`config.mk`:
```
export PLATFORM = sky130hd
export DESIGN_NAME = if_id_instr_buf_flat
export DESIGN_NICKNAME = d
export VERILOG_FILES = /design/src/rtl/if_id_instr_buf_pkg.sv /design/src/rtl/if_id_instr_buf_if.sv /design/src/rtl/if_id_buf_ctrl.sv /design/src/rtl/if_id_instr_buf.sv /design/src/flat_wrapper.sv
export SDC_FILE = /design/constraint.sdc
export NUM_CORES = 1
export LEC_CHECK = 0
export ABC_CLOCK_PERIOD_IN_PS = 7200
export BUFFER_PORTS_ARGS = -buffer_cell sky130_fd_sc_hd__buf_2
export CORE_AREA = 4 4 145 147
export CTS_CLUSTER_DIAMETER = 120
export DETAILED_ROUTE_END_ITERATION = 8
export DIE_AREA = 0 0 149 151
export SLEW_MARGIN = 20
export SYNTH_ARGS = -nofsm -noshare
export SYNTH_HDL_FRONTEND = slang
export SYNTH_SLANG_ARGS = --single-unit
export TNS_END_PERCENT = 50
```
`constraint.sdc`:
```
create_clock -name clk -period 7.2 [get_ports clk]
set_clock_uncertainty 0.15 [all_clocks]
set_input_delay 1.44 -clock clk [delete_from_list [all_inputs] [get_ports clk]]
set_output_delay 1.44 -clock clk [all_outputs]
set_load 0.02 [all_outputs]
```
`src/rtl/if_id_instr_buf_pkg.sv`:
```
// Shared defines and entry field packing for the IF/ID instruction buffer.
// Optional feature: define IF_ID_PRDT_INFO_EN to carry branch-prediction info per entry.
`ifndef PC_WIDTH
`define PC_WIDTH 32
`endif
`ifndef INSTR_WIDTH
`define INSTR_WIDTH 32
`endif

package if_id_instr_buf_pkg;
   localparam int unsigned PcW      = `PC_WIDTH;
   localparam int unsigned InstrW   = `INSTR_WIDTH;

   // Entry layout, LSB first; decode-side consumers slice with these offsets.
   localparam int unsigned PcLsb    = 0;
   localparam int unsigned InstrLsb = PcLsb + PcW;
   localparam int unsigned ErrBit   = InstrLsb + InstrW;
`ifdef IF_ID_PRDT_INFO_EN
   localparam int unsigned PrdtTakenBit = ErrBit + 1;
   localparam int unsigned PrdtPcLsb    = PrdtTakenBit + 1;
   localparam int unsigned EntryW       = PrdtPcLsb + PcW;
`else
   localparam int unsigned EntryW       = ErrBit + 1;
`endif

   typedef logic [EntryW-1:0] entry_t;
endpackage

```
`src/rtl/if_id_instr_buf_if.sv`:
```
// Fetch-side and decode-side handshakes of the IF/ID instruction buffer.
// Prediction signals exist only when IF_ID_PRDT_INFO_EN is defined.
interface if_id_instr_buf_if;
   logic                    if_valid_i;
   logic                    if_ready_o;
   logic [`PC_WIDTH-1:0]    if_pc_i;
   logic [`INSTR_WIDTH-1:0] if_instr_i;
   logic                    if_err_i;
   logic                    flush_i;
   logic                    id_valid_o;
   logic                    id_ready_i;
   logic [`PC_WIDTH-1:0]    id_pc_o;
   logic [`INSTR_WIDTH-1:0] id_instr_o;
   logic                    id_err_o;
`ifdef IF_ID_PRDT_INFO_EN
   logic                    if_prdt_taken_i;
   logic [`PC_WIDTH-1:0]    if_prdt_pc_i;
   logic                    id_prdt_taken_o;
   logic [`PC_WIDTH-1:0]    id_prdt_pc_o;
`endif

   modport master (
      output if_valid_i, if_pc_i, if_instr_i, if_err_i, flush_i, id_ready_i,
`ifdef IF_ID_PRDT_INFO_EN
      output if_prdt_taken_i, if_prdt_pc_i,
      input  id_prdt_taken_o, id_prdt_pc_o,
`endif
      input  if_ready_o, id_valid_o, id_pc_o, id_instr_o, id_err_o
   );

   modport slave (
      input  if_valid_i, if_pc_i, if_instr_i, if_err_i, flush_i, id_ready_i,
`ifdef IF_ID_PRDT_INFO_EN
      input  if_prdt_taken_i, if_prdt_pc_i,
      output id_prdt_taken_o, id_prdt_pc_o,
`endif
      output if_ready_o, id_valid_o, id_pc_o, id_instr_o, id_err_o
   );
endinterface

```
`src/rtl/if_id_buf_ctrl.sv`:
```
// Pointer, occupancy and handshake control for the IF/ID circular buffer.
module if_id_buf_ctrl #(
   parameter int unsigned DEPTH = 2,
   localparam int unsigned PtrW = $clog2(DEPTH)
) (
   input  logic            clk,
   input  logic            rst,
   input  logic            push_valid_i,
   input  logic            pop_ready_i,
   input  logic            flush_i,
   output logic            push_ready_o,
   output logic            pop_valid_o,
   output logic            wr_en_o,
   output logic [PtrW-1:0] wr_ptr_o,
   output logic [PtrW-1:0] rd_ptr_o
);
   localparam int unsigned CntW = PtrW + 1;

   logic [PtrW-1:0] wr_ptr_q, wr_ptr_d, rd_ptr_q, rd_ptr_d;
   logic [CntW-1:0] cnt_q, cnt_d;
   logic            push, pop;

   // Ready comes only from registered count, so a same-cycle pop never opens a full buffer.
   assign push_ready_o = (cnt_q != CntW'(DEPTH));
   assign pop_valid_o  = (cnt_q != '0);
   assign push         = push_valid_i & push_ready_o & ~flush_i;
   assign pop          = pop_valid_o & pop_ready_i & ~flush_i;
   assign wr_en_o      = push;
   assign wr_ptr_o     = wr_ptr_q;
   assign rd_ptr_o     = rd_ptr_q;

   always_comb begin
      wr_ptr_d = wr_ptr_q;
      rd_ptr_d = rd_ptr_q;
      cnt_d    = cnt_q;
      if (flush_i) begin
         wr_ptr_d = '0;
         rd_ptr_d = '0;
         cnt_d    = '0;
      end else begin
         if (push) wr_ptr_d = wr_ptr_q + 1'b1;
         if (pop)  rd_ptr_d = rd_ptr_q + 1'b1;
         cnt_d = cnt_q + CntW'(push) - CntW'(pop);
      end
   end

   always_ff @(posedge clk or posedge rst) begin
      if (rst) begin
         wr_ptr_q <= '0;
         rd_ptr_q <= '0;
         cnt_q    <= '0;
      end else begin
         wr_ptr_q <= wr_ptr_d;
         rd_ptr_q <= rd_ptr_d;
         cnt_q    <= cnt_d;
      end
   end
endmodule

```
`src/rtl/if_id_instr_buf.sv`:
```
// IF/ID instruction buffer: entry storage and field packing around if_id_buf_ctrl.
// Optional feature: IF_ID_PRDT_INFO_EN adds prediction taken bit and predicted PC per entry.
module if_id_instr_buf
   import if_id_instr_buf_pkg::*;
#(
   parameter int unsigned DEPTH = 2
) (
   input logic             clk,
   input logic             rst,
   if_id_instr_buf_if.slave bus
);
   localparam int unsigned PtrW = $clog2(DEPTH);

   entry_t          entry_q [DEPTH];
   entry_t          entry_d [DEPTH];
   entry_t          wdata, head;
   logic            wr_en;
   logic [PtrW-1:0] wr_ptr, rd_ptr;

   if_id_buf_ctrl #(
      .DEPTH (DEPTH)
   ) u_ctrl (
      .clk          (clk),
      .rst          (rst),
      .push_valid_i (bus.if_valid_i),
      .pop_ready_i  (bus.id_ready_i),
      .flush_i      (bus.flush_i),
      .push_ready_o (bus.if_ready_o),
      .pop_valid_o  (bus.id_valid_o),
      .wr_en_o      (wr_en),
      .wr_ptr_o     (wr_ptr),
      .rd_ptr_o     (rd_ptr)
   );

   always_comb begin
      wdata = '0;
      wdata[PcLsb +: PcW]       = bus.if_pc_i;
      wdata[InstrLsb +: InstrW] = bus.if_instr_i;
      wdata[ErrBit]             = bus.if_err_i;
`ifdef IF_ID_PRDT_INFO_EN
      wdata[PrdtTakenBit]       = bus.if_prdt_taken_i;
      wdata[PrdtPcLsb +: PcW]   = bus.if_prdt_pc_i;
`endif
   end

   // Flush leaves storage untouched; only the control pointers are cleared.
   always_comb begin
      entry_d = entry_q;
      if (wr_en) entry_d[wr_ptr] = wdata;
   end

   always_ff @(posedge clk or posedge rst) begin
      if (rst) begin
         for (int i = 0; i < DEPTH; i++) entry_q[i] <= '0;
      end else begin
         entry_q <= entry_d;
      end
   end

   assign head           = entry_q[rd_ptr];
   assign bus.id_pc_o    = head[PcLsb +: PcW];
   assign bus.id_instr_o = head[InstrLsb +: InstrW];
   assign bus.id_err_o   = head[ErrBit];
`ifdef IF_ID_PRDT_INFO_EN
   assign bus.id_prdt_taken_o = head[PrdtTakenBit];
   assign bus.id_prdt_pc_o    = head[PrdtPcLsb +: PcW];
`endif
endmodule

```
`src/flat_wrapper.sv`:
```
// flat-port wrapper written by rule: the top's interface ports become plain ports
module if_id_instr_buf_flat import if_id_instr_buf_pkg::*;
#(
   parameter int unsigned DEPTH = 2
)
  (clk, rst, bus_if_valid_i, bus_if_pc_i, bus_if_instr_i, bus_if_err_i, bus_flush_i, bus_id_ready_i, bus_if_ready_o, bus_id_valid_o, bus_id_pc_o, bus_id_instr_o, bus_id_err_o);
  if_id_instr_buf_if bus_i ();
  input logic clk;
  input logic rst;
  input wire logic [$bits(bus_i.if_valid_i)-1:0] bus_if_valid_i;
  input wire logic [$bits(bus_i.if_pc_i)-1:0] bus_if_pc_i;
  input wire logic [$bits(bus_i.if_instr_i)-1:0] bus_if_instr_i;
  input wire logic [$bits(bus_i.if_err_i)-1:0] bus_if_err_i;
  input wire logic [$bits(bus_i.flush_i)-1:0] bus_flush_i;
  input wire logic [$bits(bus_i.id_ready_i)-1:0] bus_id_ready_i;
  output wire logic [$bits(bus_i.if_ready_o)-1:0] bus_if_ready_o;
  output wire logic [$bits(bus_i.id_valid_o)-1:0] bus_id_valid_o;
  output wire logic [$bits(bus_i.id_pc_o)-1:0] bus_id_pc_o;
  output wire logic [$bits(bus_i.id_instr_o)-1:0] bus_id_instr_o;
  output wire logic [$bits(bus_i.id_err_o)-1:0] bus_id_err_o;
  assign bus_i.if_valid_i = bus_if_valid_i;
  assign bus_i.if_pc_i = bus_if_pc_i;
  assign bus_i.if_instr_i = bus_if_instr_i;
  assign bus_i.if_err_i = bus_if_err_i;
  assign bus_i.flush_i = bus_flush_i;
  assign bus_i.id_ready_i = bus_id_ready_i;
  assign bus_if_ready_o = bus_i.if_ready_o;
  assign bus_id_valid_o = bus_i.id_valid_o;
  assign bus_id_pc_o = bus_i.id_pc_o;
  assign bus_id_instr_o = bus_i.id_instr_o;
  assign bus_id_err_o = bus_i.id_err_o;
  if_id_instr_buf #(.DEPTH(DEPTH)) u_core (.clk(clk), .rst(rst), .bus(bus_i));
endmodule
```
==> impl_metrics.json <==
{
  "cts-resized-gates": 0,
  "gp_congestion": 0.689,
  "syn_to_final_growth_pct": 25.7,
  "fillers": 1938,
  "drt_first_iter_violations": 63,
  "initial_core_util_pct": 29.5,
  "drive_above_1_share_pct": 58.9,
  "ys_ff_latch": 134,
  "syn-num-nets": 445,
  "cts_tree": "built",
  "max-slew-margin-rel_pct": 39.5,
  "synth_top_family_by_area": "multiplexers",
  "postCtsSetupBuffers": 0,
  "grt_max_degree": 70,
  "status": "completed",
  "ys_warn_count": 0,
  "critPathLaunchType": "flop",
  "yosys.area_share.simple_pct": 1.19,
  "synthFlopType": "dfrtp_1",
  "synth_xor_area_share_pct": 0.447,
  "ctsHtreeMaxLevel": 4,
  "boundaryPins": 137,
  "reg2reg_depth": 3,
  "die_w_microns": 149,
  "r2r-start": "u_core.u_ctrl.rd_ptr_o",
  "synth_compound_area_share_pct": 0.256,
  "avgSynthCellArea_sq_um": 15.7,
  "grt_overflow_total": 0,
  "ys_async_sr_fraction_pct": 100,
  "nets": 585,
  "vias": 3505,
  "clock_latency_ns": 0.40,
  "p_leak_nw": 3.31,
  "drc_errors": 0,
  "cts_buffers": 17,
  "multi_input_area_sq_um": 2340,
  "worst_slack_ns": 3.14,
  "holdPathEnd": "u_core.entry_q[77]",
  "postCtsHoldBufs": 0,
  "wire_per_inst_microns": 15.3,
  "fp.dieH_microns": 151,
  "ir_worst_vdd_mv": 0.151,
  "worst_pin_slew_ns": 0.908,
  "hold_depth": 1,
  "firstDrtPassIters": 3,
  "grt_use_total_pct": 11.0,
  "crit_required_ns": 5.61,
  "antenna_left": 0,
  "dieArea_sq_um": 22500,
  "syn_inst": 373,
  "clock_path_buffers": 2,
  "via_per_inst": 4.40,
  "preCtsSetupSlack_ns": 3.50,
  "diodes": 0,
  "yosysSeqAreaShare_pct": 57.1,
  "final.setup.tns_ns": 0,
  "mappedNetlistArea_sq_um": 5870,
  "powerDensity_nw_per_um2": 412,
  "r2r_slack_ns": 5.19,
  "wl_microns": 12100,
  "crit_type": "flop to primary output",
  "muxShareOfSynthArea_pct": 37.4,
  "post-route-period-util_pct": 56.4,
  "synthAdderAreaFrac_pct": 0.426,
  "core_area_sq_um": 19900,
  "rr_endpoint": "u_core.u_ctrl.rd_ptr_o",
  "grt_setup_unrepaired": "false",
  "synth_enable_flop_cells": 0,
  "dpl.hpwl_microns": 8230,
  "fmax_mhz": 246,
  "grt_pass1_vias": 3830,
  "min_from": "u_core.entry_q[77]",
  "final.min_clock_period_ns": 4.06,
  "antenna_found_initial": 0,
  "io_buffers": 136,
  "clock-root-buffer": "clkbuf_16",
  "max_cap_viol_count": 0,
  "worst_setup_path_end_kind": "primary output",
  "hold_viol": 0,
  "grt_pass1_wl_microns": 19400,
  "cts.sinks": 134,
  "placementRows": 52,
  "maxSlewViolCount": 0,
  "clk_pin_slew_worst_paths_ns": 0.06,
  "setup_viol": 0,
  "synth.distinct_cells": 22,
  "crit_path_max_fanout": 35,
  "hp-class": "flop to flop",
  "final-seq-area_sq_um": 3350,
  "cp.arrival_ns": 2.47
}
worst max-delay path by stage:
stage | depth (start not counted) | to | startpoint
2_1_floorplan | 1 | u_core.entry_q[0] | rst
3_3_place_gp | 3 | bus_id_pc_o[21] | u_core.u_ctrl.rd_ptr_o
3_5_place_dp | 3 | bus_id_pc_o[21] | u_core.u_ctrl.rd_ptr_o
4_1_cts | 3 | bus_id_pc_o[21] | u_core.u_ctrl.rd_ptr_o
5_1_grt | 3 | bus_id_pc_o[21] | u_core.u_ctrl.rd_ptr_o
6_report | 3 | bus_id_pc_o[21] | u_core.u_ctrl.rd_ptr_o
flip-flops by register name (all words and copies together), names as in the netlist:
name                    flops
u_core.u_ctrl.rd_ptr_o      1
u_core.entry_q            130
u_core.u_ctrl.cnt_q         2
u_core.u_ctrl.wr_ptr_o      1
critical path, cell delays in order (launching register included):
cell and delay (ns):
dfrtp_2 0.95, buf_4 0.53, mux2_2 0.40, buf_2 0.16
power breakdown:
group	switching [mW]	internal, mW	total, mW
Combinational	0.472	0.483	0.955
Sequential	0.160	1.05	1.21
Clock	0.318	0.555	0.874
Total	0.950	2.09	3.04
synthesized netlist by cell type, types with 2 or more instances:
master	number	area, sq um
ha_1	2	25.0
inv_1	3	11.3
mux2_2	132	1490
mux2_1	63	709
inv_2	2	7.51
clkbuf_1	3	11.3
nor2_1	3	11.3
xor2_1	2	17.5
o21ai_0	2	10.0
buf_6	10	113
buf_2	6	30.0
buf_4	2	15.0
dfrtp_1	134	3350
placed cells by master, fill, tap and decap left out:
master        n
inv_1         2
mux2_2      132
bufinv_16     2
xnor2_1       1
nand4b_1      1
xor2_1        2
nor2b_1       1
nor3_1        1
nor2_1        3
clkbuf_8      5
clkinvlp_4    3
o21ai_0       2
or2_2         1
inv_6         1
clkinv_2      2
buf_2       136
nor4_4        1
dfrtp_1     133
nor2b_4       1
buf_4         6
clkbuf_16    17
or3_1         1
ha_1          2
inv_2         2
a21oi_1       1
mux2_1       63
dfrtp_2       1
clkbuf_1      3
through the flow:
stage | util (%) | power [mW] | instance area, sq um | std cells | hold slack, ns
2_1_floorplan | - | 1.91 | 5870 | 373 | 0.304
3_3_place_gp | 34.1 | 2.15 | 6780 | 764 | 0.312
3_5_place_dp | 34.1 | 2.20 | 6780 | 764 | 0.321
4_1_cts | 37.1 | 3.09 | 7380 | 796 | 0.334
5_1_grt | 37.1 | 3.22 | 7380 | 796 | 0.350
6_report | 37.1 | 3.04 | 7380 | 796 | 0.329
metal layers:
layer / global-route usage (%) / routed length, microns
met5: 0 / 0
met1: 12.8 / 5100
met2: 18.9 / 6230
met3: 3.68 / 668
met4: 4.12 / 151
cell type report:
| type | count | area share [%] |
|---|---|---|
| Clock buffer | 25 | 6.85 |
| Clock inverter | 7 | 1.25 |
| Inverter | 5 | 0.322 |
| Multi-Input combinational cell | 213 | 31.7 |
| Sequential cell | 134 | 45.4 |
| Tap cell | 270 | 4.58 |
| Timing Repair Buffer | 142 | 9.83 |
cells by family (layout without fill, tap and decap cells):
family | count (synthesis) | count (layout)
adders and majority gates | 2 | 2
AOI/OAI and AO/OA | 3 | 3
and+or+nand+nor | 10 | 10
DFF | 134 | 134
muxes | 195 | 195
buffers and inverters | 26 | 179
xor gates and xnor gates | 3 | 3
Power figures use the tool's default switching activity.
